<file path="src/rtl/core_ctrl_regfile_pkg.sv">
// Shared register map, IRQ command encodings and helpers for the core control register file.
// The watchdog offsets are only decoded when CORE_CTRL_WDT_EN is defined.
package core_ctrl_regfile_pkg;

  localparam int unsigned TcuRegDataSize = 64;
  localparam int unsigned TcuRegBselSize = 8;
  localparam int unsigned TcuRegAddrSize = 32;

  localparam logic [TcuRegAddrSize-1:0] AddrCoreEn     = 32'h00;
  localparam logic [TcuRegAddrSize-1:0] AddrIrqBase    = 32'h08;
  localparam logic [TcuRegAddrSize-1:0] AddrErrBase    = 32'h30;
  localparam logic [TcuRegAddrSize-1:0] AddrTraceEn    = 32'h40;
  localparam logic [TcuRegAddrSize-1:0] AddrTracePtr   = 32'h48;
  localparam logic [TcuRegAddrSize-1:0] AddrTraceCount = 32'h50;
  localparam logic [TcuRegAddrSize-1:0] AddrErrMask    = 32'h58;
  localparam logic [TcuRegAddrSize-1:0] AddrWdtLimit   = 32'h60;
  localparam logic [TcuRegAddrSize-1:0] AddrWdtKick    = 32'h68;
  localparam logic [TcuRegAddrSize-1:0] AddrWdtStatus  = 32'h70;

  // IRQ commands: 00 clear, 01 set level, 1x start pulse.
  localparam logic [1:0] IrqCmdClear = 2'b00;
  localparam logic [1:0] IrqCmdLevel = 2'b01;

  function automatic logic [TcuRegDataSize-1:0] byte_mask(input logic [TcuRegBselSize-1:0] wben);
    logic [TcuRegDataSize-1:0] m;
    for (int b = 0; b < int'(TcuRegBselSize); b++) m[b*8 +: 8] = {8{wben[b]}};
    return m;
  endfunction

endpackage

</file>
<file path="src/rtl/core_ctrl_regfile_if.sv">
// TCU register access bus: strobe, byte enables, address, write data and registered read data.
interface core_ctrl_regfile_if;
  import core_ctrl_regfile_pkg::*;

  logic                      config_en;
  logic [TcuRegBselSize-1:0] config_wben;
  logic [TcuRegAddrSize-1:0] config_addr;
  logic [TcuRegDataSize-1:0] config_wdata;
  logic [TcuRegDataSize-1:0] config_rdata;

  modport master (
    output config_en, config_wben, config_addr, config_wdata,
    input  config_rdata
  );

  modport slave (
    input  config_en, config_wben, config_addr, config_wdata,
    output config_rdata
  );
endinterface

</file>
<file path="src/rtl/core_ctrl_regfile_irq_gen.sv">
// One external interrupt line: a level bit plus a down-counting pulse timer.
module core_ctrl_irq_gen
  import core_ctrl_regfile_pkg::*;
#(
    parameter int unsigned IRQ_PULSE_LEN = 16
) (
    input  logic       clk_i,
    input  logic       reset_n_i,
    input  logic       cmd_valid,
    input  logic [1:0] cmd,
    output logic       irq,
    output logic [1:0] status
);

  localparam int unsigned CntW = $clog2(IRQ_PULSE_LEN + 1);
  localparam logic [CntW-1:0] PulseLen = CntW'(IRQ_PULSE_LEN);

  logic            level_q, level_d;
  logic [CntW-1:0] cnt_q, cnt_d;

  always_comb begin
    level_d = level_q;
    cnt_d   = (cnt_q != '0) ? cnt_q - CntW'(1) : '0;
    if (cmd_valid) begin
      if (cmd[1]) begin
        cnt_d   = PulseLen;
        level_d = 1'b0;
      end else if (cmd == IrqCmdLevel) begin
        level_d = 1'b1;
      end else if (cmd == IrqCmdClear) begin
        level_d = 1'b0;
        cnt_d   = '0;
      end
    end
  end

  always_ff @(posedge clk_i or negedge reset_n_i) begin
    if (!reset_n_i) begin
      level_q <= 1'b0;
      cnt_q   <= '0;
    end else begin
      level_q <= level_d;
      cnt_q   <= cnt_d;
    end
  end

  assign irq    = level_q | (cnt_q != '0);
  assign status = {cnt_q != '0, level_q};

endmodule

</file>
<file path="src/rtl/core_ctrl_regfile.sv">
// Per-tile core control register file: core enable, interrupt lines, sticky errors, trace control.
// Define CORE_CTRL_WDT_EN to add the watchdog at 0x60/0x68/0x70.
module core_ctrl_regfile
  import core_ctrl_regfile_pkg::*;
#(
    parameter int unsigned NUM_IRQ       = 2,
    parameter int unsigned NUM_ERR_SRC   = 2,
    parameter int unsigned ERR_WIDTH     = 32,
    parameter int unsigned IRQ_PULSE_LEN = 16,
    parameter int unsigned MEM_ADDR_SIZE = 32
) (
    input  logic                               clk_i,
    input  logic                               reset_n_i,
    core_ctrl_regfile_if.slave                 cfg,
    output logic                               core_en_o,
    output logic [NUM_IRQ-1:0]                 core_irq_o,
    output logic                               err_irq_o,
    input  logic [NUM_ERR_SRC*ERR_WIDTH-1:0]   err_i,
    output logic                               trace_en_o,
    input  logic [MEM_ADDR_SIZE-1:0]           trace_ptr_i,
    input  logic [MEM_ADDR_SIZE-1:0]           trace_count_i
);

  localparam int unsigned MaskW = NUM_ERR_SRC * ERR_WIDTH;

  logic                      wr_en, rd_en;
  logic [TcuRegAddrSize-1:0] addr;
  logic [TcuRegDataSize-1:0] byte_en_mask, wdata_bm;

  assign addr         = cfg.config_addr;
  assign wr_en        = cfg.config_en && (cfg.config_wben != '0);
  assign rd_en        = cfg.config_en && (cfg.config_wben == '0);
  assign byte_en_mask = byte_mask(cfg.config_wben);
  assign wdata_bm     = cfg.config_wdata & byte_en_mask;

  logic                                   core_en_q, core_en_d, trace_en_q, trace_en_d;
  logic                                   err_irq_q, err_irq_d;
  logic [MaskW-1:0]                       mask_q, mask_d, sticky_flat;
  logic [NUM_ERR_SRC-1:0][ERR_WIDTH-1:0]  sticky_q, sticky_d, err_clr;
  logic [TcuRegDataSize-1:0]              rdata_q, rdata_d;
  logic [NUM_IRQ-1:0][1:0]                irq_status;
  logic                                   wdt_expired;

  for (genvar i = 0; i < NUM_IRQ; i++) begin : g_irq
    logic cmd_valid;
    assign cmd_valid = wr_en && cfg.config_wben[0] &&
                       (addr == AddrIrqBase + TcuRegAddrSize'(8 * i));
    core_ctrl_irq_gen #(
      .IRQ_PULSE_LEN(IRQ_PULSE_LEN)
    ) u_irq_gen (
      .clk_i    (clk_i),
      .reset_n_i(reset_n_i),
      .cmd_valid(cmd_valid),
      .cmd      (cfg.config_wdata[1:0]),
      .irq      (core_irq_o[i]),
      .status   (irq_status[i])
    );
  end

`ifdef CORE_CTRL_WDT_EN
  logic [31:0] wdt_limit_q, wdt_limit_d, wdt_cnt_q, wdt_cnt_d;
  logic        wdt_exp_q, wdt_exp_d, wdt_hit, wdt_kick;

  always_comb begin
    wdt_limit_d = wdt_limit_q;
    if (wr_en && addr == AddrWdtLimit) begin
      wdt_limit_d = (wdt_limit_q & ~byte_en_mask[31:0]) | wdata_bm[31:0];
    end
    wdt_kick  = wr_en && (addr == AddrWdtKick);
    wdt_hit   = 1'b0;
    wdt_cnt_d = wdt_cnt_q;
    // Kick takes priority over an expiry in the same cycle; the count saturates at the limit.
    if (!core_en_q || wdt_kick) begin
      wdt_cnt_d = '0;
    end else if (wdt_limit_q != '0) begin
      if ({1'b0, wdt_cnt_q} + 33'd1 >= {1'b0, wdt_limit_q}) begin
        wdt_cnt_d = wdt_limit_q;
        wdt_hit   = 1'b1;
      end else begin
        wdt_cnt_d = wdt_cnt_q + 32'd1;
      end
    end
    wdt_exp_d = wdt_exp_q;
    if (wr_en && addr == AddrWdtStatus && cfg.config_wben[0] && cfg.config_wdata[0]) begin
      wdt_exp_d = 1'b0;
    end
    if (wdt_hit) wdt_exp_d = 1'b1;
  end

  always_ff @(posedge clk_i or negedge reset_n_i) begin
    if (!reset_n_i) begin
      wdt_limit_q <= '0;
      wdt_cnt_q   <= '0;
      wdt_exp_q   <= 1'b0;
    end else begin
      wdt_limit_q <= wdt_limit_d;
      wdt_cnt_q   <= wdt_cnt_d;
      wdt_exp_q   <= wdt_exp_d;
    end
  end

  assign wdt_expired = wdt_exp_q;
`else
  assign wdt_expired = 1'b0;
`endif

  assign sticky_flat = sticky_q;

  always_comb begin
    core_en_d  = core_en_q;
    trace_en_d = trace_en_q;
    mask_d     = mask_q;
    if (wr_en && cfg.config_wben[0] && addr == AddrCoreEn)  core_en_d  = cfg.config_wdata[0];
    if (wr_en && cfg.config_wben[0] && addr == AddrTraceEn) trace_en_d = cfg.config_wdata[0];
    if (wr_en && addr == AddrErrMask) begin
      mask_d = (mask_q & ~byte_en_mask[MaskW-1:0]) | wdata_bm[MaskW-1:0];
    end
    // New error bits win over a W1C clear landing in the same cycle.
    for (int unsigned j = 0; j < NUM_ERR_SRC; j++) begin
      err_clr[j] = (wr_en && addr == AddrErrBase + TcuRegAddrSize'(8 * j)) ?
                   wdata_bm[ERR_WIDTH-1:0] : '0;
      sticky_d[j] = (sticky_q[j] & ~err_clr[j]) | err_i[j*ERR_WIDTH +: ERR_WIDTH];
    end
    err_irq_d = (|(sticky_flat & mask_q)) | wdt_expired;
  end

  always_comb begin
    rdata_d = rdata_q;
    if (rd_en) begin
      rdata_d = '0;
      if (addr == AddrCoreEn)     rdata_d[0] = core_en_q;
      if (addr == AddrTraceEn)    rdata_d[0] = trace_en_q;
      if (addr == AddrTracePtr)   rdata_d[MEM_ADDR_SIZE-1:0] = trace_ptr_i;
      if (addr == AddrTraceCount) rdata_d[MEM_ADDR_SIZE-1:0] = trace_count_i;
      if (addr == AddrErrMask)    rdata_d[MaskW-1:0] = mask_q;
      for (int unsigned i = 0; i < NUM_IRQ; i++) begin
        if (addr == AddrIrqBase + TcuRegAddrSize'(8 * i)) rdata_d[1:0] = irq_status[i];
      end
      for (int unsigned j = 0; j < NUM_ERR_SRC; j++) begin
        if (addr == AddrErrBase + TcuRegAddrSize'(8 * j)) rdata_d[ERR_WIDTH-1:0] = sticky_q[j];
      end
`ifdef CORE_CTRL_WDT_EN
      if (addr == AddrWdtLimit)  rdata_d[31:0] = wdt_limit_q;
      if (addr == AddrWdtStatus) rdata_d = {wdt_cnt_q, 31'd0, wdt_exp_q};
`endif
    end
  end

  always_ff @(posedge clk_i or negedge reset_n_i) begin
    if (!reset_n_i) begin
      core_en_q  <= 1'b0;
      trace_en_q <= 1'b0;
      mask_q     <= '0;
      sticky_q   <= '0;
      err_irq_q  <= 1'b0;
      rdata_q    <= '0;
    end else begin
      core_en_q  <= core_en_d;
      trace_en_q <= trace_en_d;
      mask_q     <= mask_d;
      sticky_q   <= sticky_d;
      err_irq_q  <= err_irq_d;
      rdata_q    <= rdata_d;
    end
  end

  assign core_en_o        = core_en_q;
  assign trace_en_o       = trace_en_q;
  assign err_irq_o        = err_irq_q;
  assign cfg.config_rdata = rdata_q;

endmodule

</file>
<file path="src/flat_wrapper.sv">
// flat-port wrapper written by rule: the top's interface ports become plain ports
module core_ctrl_regfile_flat import core_ctrl_regfile_pkg::*;
#(
    parameter int unsigned NUM_IRQ       = 2,
    parameter int unsigned NUM_ERR_SRC   = 2,
    parameter int unsigned ERR_WIDTH     = 32,
    parameter int unsigned IRQ_PULSE_LEN = 16,
    parameter int unsigned MEM_ADDR_SIZE = 32
)
  (clk_i, reset_n_i, core_en_o, core_irq_o, err_irq_o, err_i, trace_en_o, trace_ptr_i, trace_count_i, cfg_config_en, cfg_config_wben, cfg_config_addr, cfg_config_wdata, cfg_config_rdata);
  core_ctrl_regfile_if cfg_i ();
  input  logic clk_i;
  input  logic reset_n_i;
  output logic core_en_o;
  output logic [NUM_IRQ-1:0] core_irq_o;
  output logic err_irq_o;
  input  logic [NUM_ERR_SRC*ERR_WIDTH-1:0] err_i;
  output logic trace_en_o;
  input  logic [MEM_ADDR_SIZE-1:0] trace_ptr_i;
  input  logic [MEM_ADDR_SIZE-1:0] trace_count_i;
  input wire logic [$bits(cfg_i.config_en)-1:0] cfg_config_en;
  input wire logic [$bits(cfg_i.config_wben)-1:0] cfg_config_wben;
  input wire logic [$bits(cfg_i.config_addr)-1:0] cfg_config_addr;
  input wire logic [$bits(cfg_i.config_wdata)-1:0] cfg_config_wdata;
  output wire logic [$bits(cfg_i.config_rdata)-1:0] cfg_config_rdata;
  assign cfg_i.config_en = cfg_config_en;
  assign cfg_i.config_wben = cfg_config_wben;
  assign cfg_i.config_addr = cfg_config_addr;
  assign cfg_i.config_wdata = cfg_config_wdata;
  assign cfg_config_rdata = cfg_i.config_rdata;
  core_ctrl_regfile #(.NUM_IRQ(NUM_IRQ), .NUM_ERR_SRC(NUM_ERR_SRC), .ERR_WIDTH(ERR_WIDTH), .IRQ_PULSE_LEN(IRQ_PULSE_LEN), .MEM_ADDR_SIZE(MEM_ADDR_SIZE)) u_core (.clk_i(clk_i), .reset_n_i(reset_n_i), .cfg(cfg_i), .core_en_o(core_en_o), .core_irq_o(core_irq_o), .err_irq_o(err_irq_o), .err_i(err_i), .trace_en_o(trace_en_o), .trace_ptr_i(trace_ptr_i), .trace_count_i(trace_count_i));
endmodule
</file>
<file path="config.mk">
export PLATFORM = sky130hd
export DESIGN_NAME = core_ctrl_regfile_flat
export DESIGN_NICKNAME = d
export VERILOG_FILES = /design/src/rtl/core_ctrl_regfile_pkg.sv /design/src/rtl/core_ctrl_regfile_if.sv /design/src/rtl/core_ctrl_regfile_irq_gen.sv /design/src/rtl/core_ctrl_regfile.sv /design/src/flat_wrapper.sv
export SDC_FILE = /design/constraint.sdc
export NUM_CORES = 1
export LEC_CHECK = 0
export ABC_AREA = 1
export BUFFER_PORTS_ARGS = -buffer_cell sky130_fd_sc_hd__buf_2
export CAP_MARGIN = 5
export CORE_MARGIN = 2
export CORE_UTILIZATION = 55
export DETAILED_ROUTE_END_ITERATION = 12
export GPL_ROUTABILITY_DRIVEN = 0
export PLACE_DENSITY = 0.84
export SYNTH_ARGS = -nofsm -noshare
export SYNTH_HDL_FRONTEND = slang
export SYNTH_SLANG_ARGS = --single-unit
export TNS_END_PERCENT = 1
</file>
<file path="constraint.sdc">
create_clock -name clk_i -period 2.6 [get_ports clk_i]
set_input_delay 0.39 -clock clk_i [delete_from_list [all_inputs] [get_ports clk_i]]
set_output_delay 0.39 -clock clk_i [all_outputs]
set_load 0.03 [all_outputs]
</file>
== After elaboration in Yosys (flattened, before gate mapping) ==
Cells that the tools add are included.
Widths: inputs -> output; s select.

* Output and inout port bits: 69
* Logic and storage cells: 79
* Input port bits: 235
* Bits in registers: 207

* Bitwise gates (word level): 13
* Equal/unequal tests: 9
* Reductions and logical operators: 20
* Add/subtract/negate cells: 2
* Multiplexer cells: 24

{| class="wikitable"
|+ Operators with widths
! cell !! count
|-
| $and 64x64->64 || 3
|-
| $mux 32 || 6
|-
| $eq 32x7->1 const B || 4
|-
| $and 32x32->32 || 2
|-
| $eq 32x6->1 const B || 2
|-
| $mux 64 || 1
|-
| $not 32->32 || 2
|-
| $not 64->64 || 1
|-
| $or 32x32->32 || 2
|-
| $or 64x64->64 || 1
|-
| $reduce_or 64->1 || 1
|-
| $mux 5 || 10
|-
| $eq 32x4->1 const B || 1
|-
| $eq 32x5->1 const B || 1
|-
| $logic_not 32->1 || 1
|-
| $logic_and 1x1->1 || 10
|-
| $reduce_bool 5->1 || 2
|-
| $sub 5x1->5 const B || 2
|-
| $logic_not 8->1 || 1
|-
| $reduce_bool 8->1 || 1
|-
| $mux 1 || 5
|-
| $mux 2 || 2
|-
| $reduce_and 2->1 || 2
|-
| $reduce_bool 3->1 || 1
|-
| other kinds (3) || 4
|}

== Logic depth before layout (Yosys ltp) ==
* Depth in word-level cells: 10
* Gate-level depth with buffers: 15
* Depth with buffers taken out: 13

== By module ==
A second synthesis with hierarchy kept.

* Cells, all modules: 1260
* Area total of the unflattened synthesis: 10095.9 um2

{| class="wikitable"
|+ Modules (own cells, without submodules)
! module !! instances !! area each (um2) !! cells each !! seq. area each (um2)
|-
| core_ctrl_regfile || 1 || 9512.9 || 1192 || 4879.7
|-
| core_ctrl_irq_gen || 2 || 291.5 || 34 || 150.1
|}

== Least setup slack after synthesis ==
No wires, ideal clock.

* Path kind: in2reg
* Start: input port cfg_config_wben[3]
* End: register (tool-made name)
* Path buffers: 1
* Path slack: 635 ps
* Arrival time: 1840 ps
* Cell stages on the path: 8
* Cell sequence: buf_2 -> nor4_1 -> and2_1 -> nor2_1 -> nand2_4 -> inv_8 -> nand2_8 -> mux2_4

{| class="wikitable"
|+ RTL lines
! what !! line !! source
|-
| start: declaration || flat_wrapper.sv:22 || <nowiki>input wire logic [$bits(cfg_i.config_wben)-1:0] cfg_config_wben;</nowiki>
|}

== Worst setup path in the final report ==
* Start: register u_core.g_irq[1].u_irq_gen.cnt_q[0]
* End: output port core_irq_o[1]

* Longest elaborated chain between the ends: 2

{| class="wikitable"
|+ RTL lines
! what !! line !! source
|-
| start: declaration || core_ctrl_regfile_irq_gen.sv:19 || <nowiki>logic [CntW-1:0] cnt_q, cnt_d;</nowiki>
|-
| start signal: assignment || core_ctrl_regfile_irq_gen.sv:43 || <nowiki>cnt_q <= cnt_d;</nowiki>
|-
| $reduce_bool 5->1 || core_ctrl_regfile_irq_gen.sv:47 || <nowiki>assign irq = level_q | (cnt_q != '0);</nowiki>
|-
| $or 1x1->1 || core_ctrl_regfile_irq_gen.sv:47 ||
|-
| end: declaration || flat_wrapper.sv:15 || <nowiki>output logic [NUM_IRQ-1:0] core_irq_o;</nowiki>
|}

No other way between the ends.

==> impl_metrics.ini <==
[drt]
vias = 9779
wirelength_mm = 31.59
avgRoutedWirePerCell_um = 17.93
remaining_drc_errors = 0
dr.pass1.iters = 7
antenna_left = 0
drt-initial-drc-count = 913
vias_per_cell = 5.550

[power]
p_per_area_nw_per_um2 = 536.9
switching_share_pct = 22.20
power.total_mw = 6.954
seqPwrFrac_pct = 46.3
p_comb_share_pct = 5.5
internal_power_mw = 5.411
clkPwrFrac_pct = 48.1
ir_drop_mv = 0.4679
leakagePower_nw = 7.098
p_sw_mw = 1.544

[floorplan]
die_h_um = 140.4
chipWidth_um = 140.4
start_util_pct = 56.59
io_pins = 304
core-area_um2 = 18090
design.die.area_um2 = 19720
rows = 49

[logic_synthesis]
synthDistinctLibCells = 41
yosys_warnings = 0
synth_area_per_cell_um2 = 8.487
ys_ff_latch = 207
synth_ff_type = dfrtp_1
syn-cell-area_um2 = 10230
synth-edff-count = 0
synthCells = 1206
ys_seq_area_share_pct = 50.61
syn_nets = 1443
async_reset_ff_share_pct = 100.0

[clocking]
ctsRootBufferMaster = clkbuf_16
postCtsSetupBuffers = 0
clk_path_buf_depth = 3
cts-buffers-inserted = 23
cts_tree = done
htreeDepth = 1
clock-sinks = 207
postCtsResizedCells = 0
clk_pin_slew_worst_paths_ns = 0.06
clock_latency_ns = 0.51

[run_status]
status = completed

[timing]
rsz0062_at_grt = no
fin_setup_tns_ns = 0
worst_slack_ns = 0.5003
tightest_slew_ns = 0.8362
max_slew_margin_pct = 42.81
fin_crit_ns = 2.100
setup_viol = 0
max_freq_mhz = 476.3
report.final.slew_viol_count = 0
fin_skew_ns = 0.01105
hold_viol_final = 0
finalCritPeriodShare_pct = 80.76

[worst_setup_path]
cp-end-kind = output port
arrival_ns = 1.71
reg2reg_slack_ns = 0.77
required_ns = 2.21
r2r-start = u_core.sticky_flat[22]$_DFF_PN0_
r2r_cells = 5
reg2reg_to = u_core.err_irq_o$_DFF_PN0_
crit_fanout = 3
startpoint_type = flop
crit_type = flop to output port

[global_route]
grt_pass1_wl_mm = 49.55
antenna_found_initial = 2
grt_max_degree = 66
globalRouteTotalUtil_pct = 31.68
grt_pass1_vias = 9620
grt_overflow = 0

[cells_and_area]
drive_gt1_share_pct = 29.07
fill_cells = 1383
final_common_cell = nand2_1
final_nets = 1751
layout_common_cells = nand2_1 (444), buf_2 (302), dfrtp_1 (207)
synthToLayoutAreaGrowth_pct = 26.55

[job]
maxCapViolCount = 0

[worst_hold_path]
hp-class = input pin to flop
hp-start = err_i[49]
hold_path_depth = 3
min_to = u_core.sticky_flat[49]$_DFF_PN0_

[placed_design]
post-place-ws_ns = 0.2504
io_buffers = 303
hpwl_mm = 23.42
[synthesized netlist by cell type, drive strengths merged, types with 6 or more instances]
| library cell | n | share of area (%) |
|---|---|---|
| dfrtp | 207 | 51 |
| nor2 | 59 | 2.2 |
| nand2 | 453 | 18 |
| nor4 | 6 | 0.57 |
| buf | 12 | 0.59 |
| o21ai | 81 | 4.0 |
| a22o | 11 | 0.94 |
| clkbuf | 36 | 1.3 |
| a21oi | 33 | 1.6 |
| mux2 | 56 | 8.2 |
| nor3 | 11 | 0.54 |
| inv | 98 | 3.7 |
| nand3 | 110 | 5.4 |
[kinds of logic (layout without fill, tap and decap cells)]
logic type	Yosys count	in the layout	synth area share, %
adders and majority gates	2	2	0.2445
and+or+nand+nor	646	646	26.96
buffers and inverters	147	472	5.611
xor gates and xnor gates	4	4	0.3423
AOI/OAI and AO/OA	144	144	8.020
DFF	207	207	50.61
muxes	56	56	8.215
other	0	2	0
[power by group through the flow]
stage	Clock (mW)	Combinational [mW]	Sequential, mW
finish	3.35	0.385	3.22
global route	3.52	0.424	3.22
CTS	3.39	0.385	3.22
detailed placement	0	0.382	3.28
global placement	0	0.380	3.28
floorplan	0	0.0716	3.28
[metal layers]
metal  vias to the layer above  global-route usage (%)  routed length (um)
met5                         -                       0                   0
met3                        94                   4.718                3004
met4                         0                   11.64                1091
li1                       4525                       -                   -
met2                       635                   52.35               14910
met1                      4525                   42.85               12580
[area by class of cell]
cell class,instances,area [um^2],share of cell area (%)
tap,229,286.5,2.212
sequential,207,5180,39.99
antenna,2,5.005,0.03864
timing repair buffer,331,1813,14.00
multi-input combinational,852,4497,34.72
inverter,99,379.1,2.927
clock inverter,10,112.6,0.8694
clock buffer,32,679.4,5.245
[how the worst max path moves through the flow]
stage / startpoint / cells after the start / endpoint / slack (ns)
final: u_core.g_irq[1].u_irq_gen.cnt_q[0]$_DFF_PN0_ / 6 / core_irq_o[1] / 0.50
after global routing: u_core.g_irq[1].u_irq_gen.cnt_q[0]$_DFF_PN0_ / 6 / core_irq_o[1] / 0.43
after CTS: u_core.g_irq[1].u_irq_gen.cnt_q[0]$_DFF_PN0_ / 6 / core_irq_o[1] / 0.53
after detailed placement: cfg_config_addr[15] / 10 / flop / 0.25
after global placement: cfg_config_addr[10] / 10 / flop / 0.32
after floorplan: cfg_config_wben[3] / 8 / flop / 0.64
[stage by stage]
stage	cells	instance area, um^2	hold slack [ns]	utilization [%]
2_1_floorplan	1206	10230	0.09441	-
3_3_place_gp	1717	12150	0.4154	67.15
3_5_place_dp	1717	12150	0.4153	67.15
4_1_cts	1760	12950	0.05336	71.59
5_1_grt	1761	12950	0.06755	71.60
6_report	1762	12950	0.06407	71.62
[worst max-delay path: stages (launching register included)]
cell and delay, ns:
dfrtp_1 0.39, inv_1 0.06, ha_1 0.17, nand2_1 0.09, nor2_1 0.22, nand2_1 0.09
buf_2 0.19
[repair_timing]
item / 4_1_cts / 5_1_grt
hold endpoints to repair: 61 / 0
hold buffers: 1 / 0
endpoints found under the setup margin: 0 / 0
(Power assumes the default switching activity.)
